**config.mk**
```make
export PLATFORM = sky130hd
export DESIGN_NAME = approx_mac_pipe_flat
export DESIGN_NICKNAME = d
export VERILOG_FILES = /design/src/rtl/approx_mac_if.sv /design/src/rtl/approx_mac_pipe.sv /design/src/flat_wrapper.sv
export SDC_FILE = /design/constraint.sdc
export NUM_CORES = 1
export LEC_CHECK = 0
export ABC_AREA = 1
export CAP_MARGIN = 10
export CORE_MARGIN = 10
export CORE_UTILIZATION = 45
export CTS_BUF_LIST = sky130_fd_sc_hd__clkbuf_16
export CTS_CLUSTER_SIZE = 24
export DETAILED_ROUTE_END_ITERATION = 16
export PLACE_DENSITY_LB_ADDON = 0.2
export SLEW_MARGIN = 20
export SYNTH_ARGS = -nofsm -noshare
export SYNTH_HDL_FRONTEND = slang
export SYNTH_SLANG_ARGS = --single-unit
```
**constraint.sdc**
```tcl
create_clock -name clk -period 6.25 [get_ports clk]
set_input_delay 1.25 -clock clk [delete_from_list [all_inputs] [get_ports clk]]
set_output_delay 1.25 -clock clk [all_outputs]
set_load 0.01 [all_outputs]
```
**src/rtl/approx_mac_if.sv**
```systemverilog
// Stream bus of the approximate MAC: operand beats in, saturated packet sums out.
// The unit sits on the slave side; the operand streamer and activation stage take the master side.
interface approx_mac_if #(
  parameter int WIDTH     = 8,
  parameter int ACC_WIDTH = 2*WIDTH+4
);
  logic                 in_valid;
  logic                 in_ready;
  logic [WIDTH-1:0]     in_x;
  logic [WIDTH-1:0]     in_y;
  logic                 in_approx;
  logic                 in_first;
  logic                 in_last;
  logic                 out_valid;
  logic                 out_ready;
  logic [ACC_WIDTH-1:0] out_data;
  logic                 out_ovf;

  modport master (
    output in_valid, in_x, in_y, in_approx, in_first, in_last, out_ready,
    input  in_ready, out_valid, out_data, out_ovf
  );

  modport slave (
    input  in_valid, in_x, in_y, in_approx, in_first, in_last, out_ready,
    output in_ready, out_valid, out_data, out_ovf
  );
endinterface

```
**src/rtl/approx_mac_pipe.sv**
```systemverilog
// Three-stage unsigned MAC: operand register, exact/approximate product, saturating
// packet accumulator with a stall-held result register and valid/ready flow control.
module approx_mac_pipe #(
  parameter int WIDTH     = 8,
  parameter int APPROX_K  = 8,
  parameter int ACC_WIDTH = 2*WIDTH+4
) (
  input  logic         clk,
  input  logic         rst,
  approx_mac_if.slave  bus
);
  localparam int PW = 2*WIDTH;
  localparam logic [ACC_WIDTH-1:0] ACC_MAX = '1;

  logic                 stall;

  logic                 s1_valid_q, s1_valid_d;
  logic [WIDTH-1:0]     s1_x_q, s1_x_d;
  logic [WIDTH-1:0]     s1_y_q, s1_y_d;
  logic                 s1_approx_q, s1_approx_d;
  logic                 s1_first_q, s1_first_d;
  logic                 s1_last_q, s1_last_d;

  logic                 s2_valid_q, s2_valid_d;
  logic [PW-1:0]        s2_prod_q, s2_prod_d;
  logic                 s2_first_q, s2_first_d;
  logic                 s2_last_q, s2_last_d;

  logic [ACC_WIDTH-1:0] acc_q, acc_d;
  logic                 ovf_q, ovf_d;
  logic                 out_valid_q, out_valid_d;
  logic [ACC_WIDTH-1:0] out_data_q, out_data_d;
  logic                 out_ovf_q, out_ovf_d;

  logic [PW-1:0]        prod_exact, prod_hi, prod_lo, prod_apx, pp_term, prod_sel;
  logic [ACC_WIDTH:0]   prod_ext, sum;
  logic [ACC_WIDTH-1:0] acc_next;
  logic                 ovf_next, ovf_base;

  assign stall         = out_valid_q & ~bus.out_ready;
  assign bus.in_ready  = ~stall;
  assign bus.out_valid = out_valid_q;
  assign bus.out_data  = out_data_q;
  assign bus.out_ovf   = out_ovf_q;

  // Columns below APPROX_K are OR-reduced without carries; above it the pp bits add normally.
  always_comb begin
    prod_exact = {{WIDTH{1'b0}}, s1_x_q} * {{WIDTH{1'b0}}, s1_y_q};
    prod_hi    = '0;
    prod_lo    = '0;
    pp_term    = '0;
    for (int unsigned i = 0; i < WIDTH; i++) begin
      for (int unsigned j = 0; j < WIDTH; j++) begin
        pp_term = {{(PW-1){1'b0}}, s1_x_q[i] & s1_y_q[j]} << (i + j);
        if (int'(i + j) >= APPROX_K)
          prod_hi = prod_hi + pp_term;
        else
          prod_lo = prod_lo | pp_term;
      end
    end
    // prod_hi is a multiple of 2^APPROX_K and prod_lo lies below it, so OR is the sum.
    prod_apx = prod_hi | prod_lo;
    prod_sel = s1_approx_q ? prod_apx : prod_exact;
  end

  always_comb begin
    prod_ext = {{(ACC_WIDTH+1-PW){1'b0}}, s2_prod_q};
    sum      = s2_first_q ? prod_ext : ({1'b0, acc_q} + prod_ext);
    ovf_base = s2_first_q ? 1'b0 : ovf_q;
    if (sum > {1'b0, ACC_MAX}) begin
      acc_next = ACC_MAX;
      ovf_next = 1'b1;
    end else begin
      acc_next = sum[ACC_WIDTH-1:0];
      ovf_next = ovf_base;
    end
  end

  always_comb begin
    s1_valid_d  = s1_valid_q;
    s1_x_d      = s1_x_q;
    s1_y_d      = s1_y_q;
    s1_approx_d = s1_approx_q;
    s1_first_d  = s1_first_q;
    s1_last_d   = s1_last_q;
    s2_valid_d  = s2_valid_q;
    s2_prod_d   = s2_prod_q;
    s2_first_d  = s2_first_q;
    s2_last_d   = s2_last_q;
    acc_d       = acc_q;
    ovf_d       = ovf_q;
    out_valid_d = out_valid_q;
    out_data_d  = out_data_q;
    out_ovf_d   = out_ovf_q;
    if (!stall) begin
      s1_valid_d = bus.in_valid;
      if (bus.in_valid) begin
        s1_x_d      = bus.in_x;
        s1_y_d      = bus.in_y;
        s1_approx_d = bus.in_approx;
        s1_first_d  = bus.in_first;
        s1_last_d   = bus.in_last;
      end
      s2_valid_d = s1_valid_q;
      s2_prod_d  = prod_sel;
      s2_first_d = s1_first_q;
      s2_last_d  = s1_last_q;
      if (s2_valid_q) begin
        acc_d = acc_next;
        ovf_d = ovf_next;
      end
      // Not stalled means any pending result is being taken now, so valid follows the new last beat.
      out_valid_d = s2_valid_q & s2_last_q;
      if (s2_valid_q && s2_last_q) begin
        out_data_d = acc_next;
        out_ovf_d  = ovf_next;
      end
    end
  end

  always_ff @(posedge clk or posedge rst) begin
    if (rst) begin
      s1_valid_q  <= 1'b0;
      s1_x_q      <= '0;
      s1_y_q      <= '0;
      s1_approx_q <= 1'b0;
      s1_first_q  <= 1'b0;
      s1_last_q   <= 1'b0;
      s2_valid_q  <= 1'b0;
      s2_prod_q   <= '0;
      s2_first_q  <= 1'b0;
      s2_last_q   <= 1'b0;
      acc_q       <= '0;
      ovf_q       <= 1'b0;
      out_valid_q <= 1'b0;
      out_data_q  <= '0;
      out_ovf_q   <= 1'b0;
    end else begin
      s1_valid_q  <= s1_valid_d;
      s1_x_q      <= s1_x_d;
      s1_y_q      <= s1_y_d;
      s1_approx_q <= s1_approx_d;
      s1_first_q  <= s1_first_d;
      s1_last_q   <= s1_last_d;
      s2_valid_q  <= s2_valid_d;
      s2_prod_q   <= s2_prod_d;
      s2_first_q  <= s2_first_d;
      s2_last_q   <= s2_last_d;
      acc_q       <= acc_d;
      ovf_q       <= ovf_d;
      out_valid_q <= out_valid_d;
      out_data_q  <= out_data_d;
      out_ovf_q   <= out_ovf_d;
    end
  end
endmodule

```
**src/flat_wrapper.sv**
```systemverilog
// flat-port wrapper written by rule: the top's interface ports become plain ports
module approx_mac_pipe_flat 
#(
  parameter int WIDTH     = 8,
  parameter int APPROX_K  = 8,
  parameter int ACC_WIDTH = 2*WIDTH+4
)
  (clk, rst, bus_in_valid, bus_in_x, bus_in_y, bus_in_approx, bus_in_first, bus_in_last, bus_out_ready, bus_in_ready, bus_out_valid, bus_out_data, bus_out_ovf);
  approx_mac_if #(.WIDTH(WIDTH), .ACC_WIDTH(ACC_WIDTH)) bus_i ();
  input  logic clk;
  input  logic rst;
  input wire logic [$bits(bus_i.in_valid)-1:0] bus_in_valid;
  input wire logic [$bits(bus_i.in_x)-1:0] bus_in_x;
  input wire logic [$bits(bus_i.in_y)-1:0] bus_in_y;
  input wire logic [$bits(bus_i.in_approx)-1:0] bus_in_approx;
  input wire logic [$bits(bus_i.in_first)-1:0] bus_in_first;
  input wire logic [$bits(bus_i.in_last)-1:0] bus_in_last;
  input wire logic [$bits(bus_i.out_ready)-1:0] bus_out_ready;
  output wire logic [$bits(bus_i.in_ready)-1:0] bus_in_ready;
  output wire logic [$bits(bus_i.out_valid)-1:0] bus_out_valid;
  output wire logic [$bits(bus_i.out_data)-1:0] bus_out_data;
  output wire logic [$bits(bus_i.out_ovf)-1:0] bus_out_ovf;
  assign bus_i.in_valid = bus_in_valid;
  assign bus_i.in_x = bus_in_x;
  assign bus_i.in_y = bus_in_y;
  assign bus_i.in_approx = bus_in_approx;
  assign bus_i.in_first = bus_in_first;
  assign bus_i.in_last = bus_in_last;
  assign bus_i.out_ready = bus_out_ready;
  assign bus_in_ready = bus_i.in_ready;
  assign bus_out_valid = bus_i.out_valid;
  assign bus_out_data = bus_i.out_data;
  assign bus_out_ovf = bus_i.out_ovf;
  approx_mac_pipe #(.WIDTH(WIDTH), .APPROX_K(APPROX_K), .ACC_WIDTH(ACC_WIDTH)) u_core (.clk(clk), .rst(rst), .bus(bus_i));
endmodule
```
==> impl_results.md, run 1 <==
* FF-to-FF Start: u_core.s1_x_q[2]
* Root Buffer: clkbuf_16
* Finished Layout Cells at 1253
* Clk buf depth at 2
* Cell with the most instances after synthesis: nand2_1
* RSZ-0062 raised after global routing: false
* Most Used Layer, Global Route: met2
* Vias in the first global route at about 6200
* First-pass GRT wire length at roughly 30 mm
* # port buffers at 45
* Io pins at 46
* Seq/Total Area, Yosys at around 27%
* Slew Limit Headroom at 40.4%
* Starting Density at 46.0%
* Top-area cell type share of the netlist area at a little over a quarter
* N_diodes at 0
* Fin. Hold Viols at 0
* Hpwl dp at 13.8 mm
* Max-cap violation count at 0
* Layout area overhead at 11.8%
* Worst Path Class, Setup: primary input to primary output
* Synth Register Bits at 82
* GR Util met1 at 20.4%
* Routability cong. at 0.897
* Die height at 150 µm
* Placed insts at roughly 1200
* Flop-to-flop setup slack at a little under 2 ns
* Syn Inst Count at roughly 1000
* Number of distinct library cells after synthesis at 39
* Post-CTS Setup Inserts at 0
* Maximum clock rate at between 200 and 250 MHz
* Cts hold-fix bufs at 0
* Total grt overflow at 0
* Worst reg-to-reg path cell count at 18
* First-pass detailed-route iteration total at 4
* Crit Path Max Fanout at 28
* Met3 global-route usage at about 3.3%
* Hold Slack at 0.478 ns
* Layout cell share with drive strength beyond 1 at under 10%
* Net count reported at finish at between 1000 and 1500
* Synth warn at 0
* Reg2reg end: u_core.s2_prod_q[12]
* DR WL/cell at ~14 µm
* All-layer global routing usage at between 10% and 20%
* Post-cts sizing count at 0
* Post-DR vias/cell at slightly below 5
* H-tree depth at 3
* Post-synth EDFFs at 0
* Routed Antenna Nets at 0
* DR DRC count at 0
* Synth area leaders: dfrtp_1, nand2_1, fa_1
* Die Area at ~0.023 mm²
* Crit. End Element: primary output
* Clock Sinks at 82
* Synth area leader: dfrtp_1
* Initial antenna violation count at 0
* # rows at 47
* Worst skew pair latency at approximately 0.35 ns
* Hold worst-path end: u_core.s2_first_q
* Final setup viols at 0
* Met2 usage at 27.4%
* CORE AREA at about 0.017 mm²
* Total CTS buffers at 9
* Critical path startpoint category: primary input
* Final WS setup at between 1.5 and 2 ns
* Die width at around 150 µm
* Vias at slightly above 6000
* Synth Flop Type: dfrtp_1
* Async S/R FF share, synth at 100%
* Setup_tns at 0 ns
* Period utilization at roughly 71%
* Syn Nets at between 1000 and 1500
* Mean Syn Cell Area at roughly 7.6 µm²
* Pin count of the biggest net entering global routing at ~70
* Slew @ Worst Pin at between 0.8 and 0.9 ns
* DRT iter0 DRCs at roughly 230
* Fin crit period at approximately 4.5 ns
* Synth cell count leaders: nand2_1, inv_1, dfrtp_1
* Clock skew at around 0.013 ns
* CTS tree: yes
* Hold Path Stages at 2
* Pins over their slew limit at 0
* Dpl ws at ~1.8 ns
* DRT Wirelength at between 15 and 20 mm
* Hold Path Origin: u_core.s1_first_q
* Arrival time at the worst endpoint at between 3 and 4 ns
* Clock transition at path regs at roughly 0.060 ns
* Worst path required time at ~5 ns
* Synthesized cell area at roughly 0.0076 mm²
* Status: complete, no violations
* HP Class: flop to flop
-- flip-flops by register name, summed over array words and instances, names as in the netlist, 8 cells and up --
signal               flops
u_core.acc_q            20
u_core.bus.out_data     20
u_core.s2_prod_q        16
u_core.s1_x_q            8
u_core.s1_y_q            8
-- cell usage in the layout (no fill, tap or decap), types with 3 or more instances in the layout --
cell,instances
xnor2_1,4
mux2_2,18
inv_1,179
xor2_1,3
fa_1,51
clkdlybuf4s50_1,45
dfrtp_1,82
o22ai_1,6
o211ai_1,4
inv_2,3
a31oi_1,17
nand2_1,296
nand3b_1,6
or2_2,4
o21ai_0,39
a21oi_1,30
nand4_1,10
nand2_2,12
a21boi_0,8
nor2_1,55
ha_1,75
nand3_1,48
clkbuf_16,9
nor3_1,3
-- cell families (layout without fill, tap and decap cells) --
family          count (synthesis)  after routing  share of synthesized area [%]
buf+inv                       218            245                           11.1
flops                          82             82                           26.9
fa+ha+maj                     126            126                           25.7
compound gates                111            111                           8.25
mux                            18             18                           2.66
simple gates                  444            444                           24.7
xor+xnor                        7              7                          0.804
-- critical path, stage by stage --
cell             delay [ns]
clkdlybuf4s50_1        0.47
nor2_2                 0.55
inv_2                  0.35
clkdlybuf4s50_1        0.57
-- layout make-up --
type / instances / area (µm²)
clock inverters: 7 / 93.8
repair buffers: 47 / 465
clock buffers: 9 / 225
inverters: 182 / 684
flip-flops and latches: 82 / 2050
well taps: 220 / 275
fillers: 1678 / 8050
multi-input cells: 706 / 4730
-- through the flow --
step / area (µm²) / utilization, %
2_1_floorplan: 7630 / -
3_3_place_gp: 8210 / 49.5
3_5_place_dp: 8210 / 49.5
4_1_cts: 8530 / 51.4
5_1_grt: 8530 / 51.4
6_report: 8530 / 51.4
-- how the worst max path moves through the flow --
stage,from,end,slack [ns]
after floorplan,u_core.s1_x_q[0],u_core.s2_prod_q[8],2.19
after global placement,bus_out_ready,bus_in_ready,1.77
after detailed placement,bus_out_ready,bus_in_ready,1.82
after CTS,bus_out_ready,bus_in_ready,1.80
after global routing,u_core.s1_y_q[4],u_core.s2_prod_q[9],1.61
final,bus_out_ready,bus_in_ready,1.80
-- per-layer routing --
layer  vias to the layer above  wire length (µm)
met5                         -                 0
li1                       3204                 -
met2                        82              8360
met3                        10               638
met4                         0               128
met1                      2909              8280
Power of run 1 is not shown: default switching activity piles up to over one toggle a cycle in this logic, so the estimate is an artifact.
==> run 2: changes to the inputs <==
==> constraint.sdc (replaced) <==
create_clock -name clk -period 4.42 [get_ports clk]
set_input_delay 0.884 -clock clk [delete_from_list [all_inputs] [get_ports clk]]
set_output_delay 0.884 -clock clk [all_outputs]
set_load 0.01 [all_outputs]
==> run 2 against run 1 <==
Net effect:
- register-to-register slack lost 1.7 ns
- clock skew shrank 0.0026 ns
- routed wire length grew 3.9%
- clock-buffer cell count is the same
- highest routed layer unchanged
- sequential share of layout area shrank 0.16 points
- global-route usage grew 0.39 points
- design area grew 1.3%
- worst hold slack gained 0.0018 ns
- core utilization grew 0.69 points
- sequential cell count is the same
- critical path depth grew 12
==> impl_results.md, run 2 (synthesized netlist as in run 1, its figures left out) <==
* Status: complete, no violations (unchanged)
* Post-DR vias/cell at 5.00 (was 4.95)
* Period utilization at between 90% and 100%
* Fin. Hold Viols at 0 (unchanged)
* DRT iter0 DRCs at 289 (was 229)
* Io pins at 46 (unchanged)
* Post-Layout Inst Area at 0.00864 mm² (was 0.00853 mm²)
* Maximum clock rate at roughly 240 MHz
* H-tree depth at 3 (unchanged)
* Clk buf depth at 2 (unchanged)
* Fin crit period at 4.17 ns
* Worst skew pair latency at 0.36 ns (was 0.35 ns)
* First-pass detailed-route iteration total at 5 (was 4)
* Final setup viols at 0 (unchanged)
* Root Buffer: clkbuf_16 (unchanged)
* Hold worst-path end: u_core.bus.out_data[13] (was u_core.s2_first_q)
* Initial antenna violation count at 0 (unchanged)
* Routability cong. at 0.904 (was 0.897)
* Pin count of the biggest net entering global routing at 52 (was 69)
* Hold Path Stages at 2 (unchanged)
* Hold Path Origin: u_core.bus.out_data[13] (was u_core.s1_first_q)
* Commonest non-fill, non-tap cell in the layout: nand2_1 (unchanged)
* Die width at 150 µm (unchanged)
* Crit. End Element: flop (was primary output)
* # rows at 47 (unchanged)
* Die height at 150 µm (unchanged)
* RSZ-0062 raised after global routing: false (unchanged)
* Clock Sinks at 82 (unchanged)
* # port buffers at 45 (unchanged)
* Hold Slack at 0.480 ns (was 0.478 ns)
* Worst reg-to-reg path cell count at 16 (was 18)
* Total CTS buffers at 9 (unchanged)
* DR DRC count at 0 (unchanged)
* Starting Density at 46.0% (unchanged)
* First-pass GRT wire length at 30.2 mm (was 29.8 mm)
* Clock transition at path regs at 0.06 ns (about the same)
* HP Class: flop to flop (unchanged)
* Clock skew at 0.0109 ns (was 0.0134 ns)
* Setup_tns at 0 ns (unchanged)
* DRT Wirelength at 18.1 mm (was 17.4 mm)
* Reg2reg end: u_core.s2_prod_q[9] (was u_core.s2_prod_q[12])
* Pins over their slew limit at 0 (unchanged)
* Slew @ Worst Pin at 0.912 ns (was 0.894 ns)
* Routed Antenna Nets at 0 (unchanged)
* Vias in the first global route at 6256 (was 6237)
* CORE AREA at 0.0166 mm² (unchanged)
* Layout area overhead at 13.3% (was 11.8%)
* DP Area at 0.00826 mm² (was 0.00821 mm²)
* FF-to-FF Start: u_core.s1_y_q[3] (was u_core.s1_x_q[2])
* Vias at 6302 (was 6205)
* Layout cell share with drive strength beyond 1 at 8.45% (was 6.10%)
* Sequential Area at 0.00207 mm² (was 0.00205 mm²)
* Max-cap violation count at 0 (unchanged)
* Multi-input gate area at 0.00477 mm² (was 0.00473 mm²)
* Flop-to-flop setup slack at 0.25 ns (was 1.94 ns)
* Worst Path Class, Setup: flop to flop (was primary input to primary output)
* Critical path startpoint category: flop (was primary input)
* Net count reported at finish at 1185 (was 1177)
* Die Area at 0.0226 mm² (unchanged)
* N_diodes at 0 (unchanged)
* CTS tree: yes (unchanged)
* All-layer global routing usage at 16.4% (was 16.0%)
* Filler cell count at 1652 (was 1678)
* Crit Path Max Fanout at 9 (was 28)
* DR WL/cell at 14.3 µm (was 13.9 µm)
* Total grt overflow at 0 (unchanged)
* Arrival time at the worst endpoint at 4.45 ns (was 3.20 ns)
* Hpwl dp at 14.3 mm (was 13.8 mm)
* Slew Limit Headroom at 39.2% (was 40.4%)
* Worst path required time at 4.70 ns (was 5.00 ns)
* Most frequent cells in the layout: nand2_1, inv_1, ha_1 (was nand2_1, inv_1, dfrtp_1)
## run 2: changes by cell type in the layout (fill, tap and decap cells not counted), moves of 2 or more
cell,delta
a21oi_1,-4
ha_2,+2
ha_1,-3
dfrtp_2,+11
a21oi_2,+4
dfrtp_1,-11
buf_4,+6
## run 2: what timing repair did
item,CTS,global route
resized for setup,0,18
endpoints found under the setup margin,0,6
setup buffers,0,3
hold buffers,0,0
## run 2: cell type report
type | count | area share [%]
flip-flops and latches | 82 | 23.9
clock inverters | 7 | 1.07
multi-input cells | 706 | 55.1
inverters | 182 | 7.92
repair buffers | 55 | 6.19
clock buffers | 9 | 2.61
well taps | 220 | 3.18
## run 2: metal layers
metal,global-route usage [%],wire length (µm)
met5,0,0
met4,4.32,267
met3,3.15,760
met2,28.3,8880
met1,20.5,8170
## run 2: how the worst max path moves through the flow
| stage | start | to | slack, ns | cells past startpoint |
|---|---|---|---|---|
| after global placement | u_core.s1_x_q[4] | u_core.s2_prod_q[9] | 0.18 | 15 |
| after CTS | u_core.s1_y_q[4] | u_core.s2_prod_q[8] | 0.13 | 17 |
| after floorplan | u_core.s1_x_q[0] | u_core.s2_prod_q[8] | 0.36 | 16 |
| after global routing | u_core.s1_x_q[4] | u_core.s2_prod_q[12] | 0.0003 | 18 |
| final | u_core.s1_y_q[3] | u_core.s2_prod_q[9] | 0.25 | 16 |
| after detailed placement | u_core.s1_y_q[4] | u_core.s2_prod_q[8] | 0.14 | 17 |
## run 2: stage by stage
step	cells	util [%]	setup slack (ns)
after floorplan	1006	-	0.357
after global placement	1242	49.8	0.176
after detailed placement	1242	49.8	0.145
after CTS	1258	51.7	0.135
after global routing	1261	52.1	0.000299
final	1261	52.1	0.251
## run 2: worst max-delay path, stage by stage (launching register included)
cell and delay [ns]:
dfrtp_2 0.48, nand2_1 0.12, inv_1 0.06, fa_1 0.42, fa_1 0.54, inv_1 0.05, fa_1 0.47, fa_1 0.55
inv_1 0.04, ha_2 0.37, nand3_1 0.12, nand2_1 0.16, a21boi_0 0.12, or2_2 0.28, nand3_1 0.07, o21ai_0 0.09
o21ai_0 0.16
Power of run 2 is left out for the same reason.
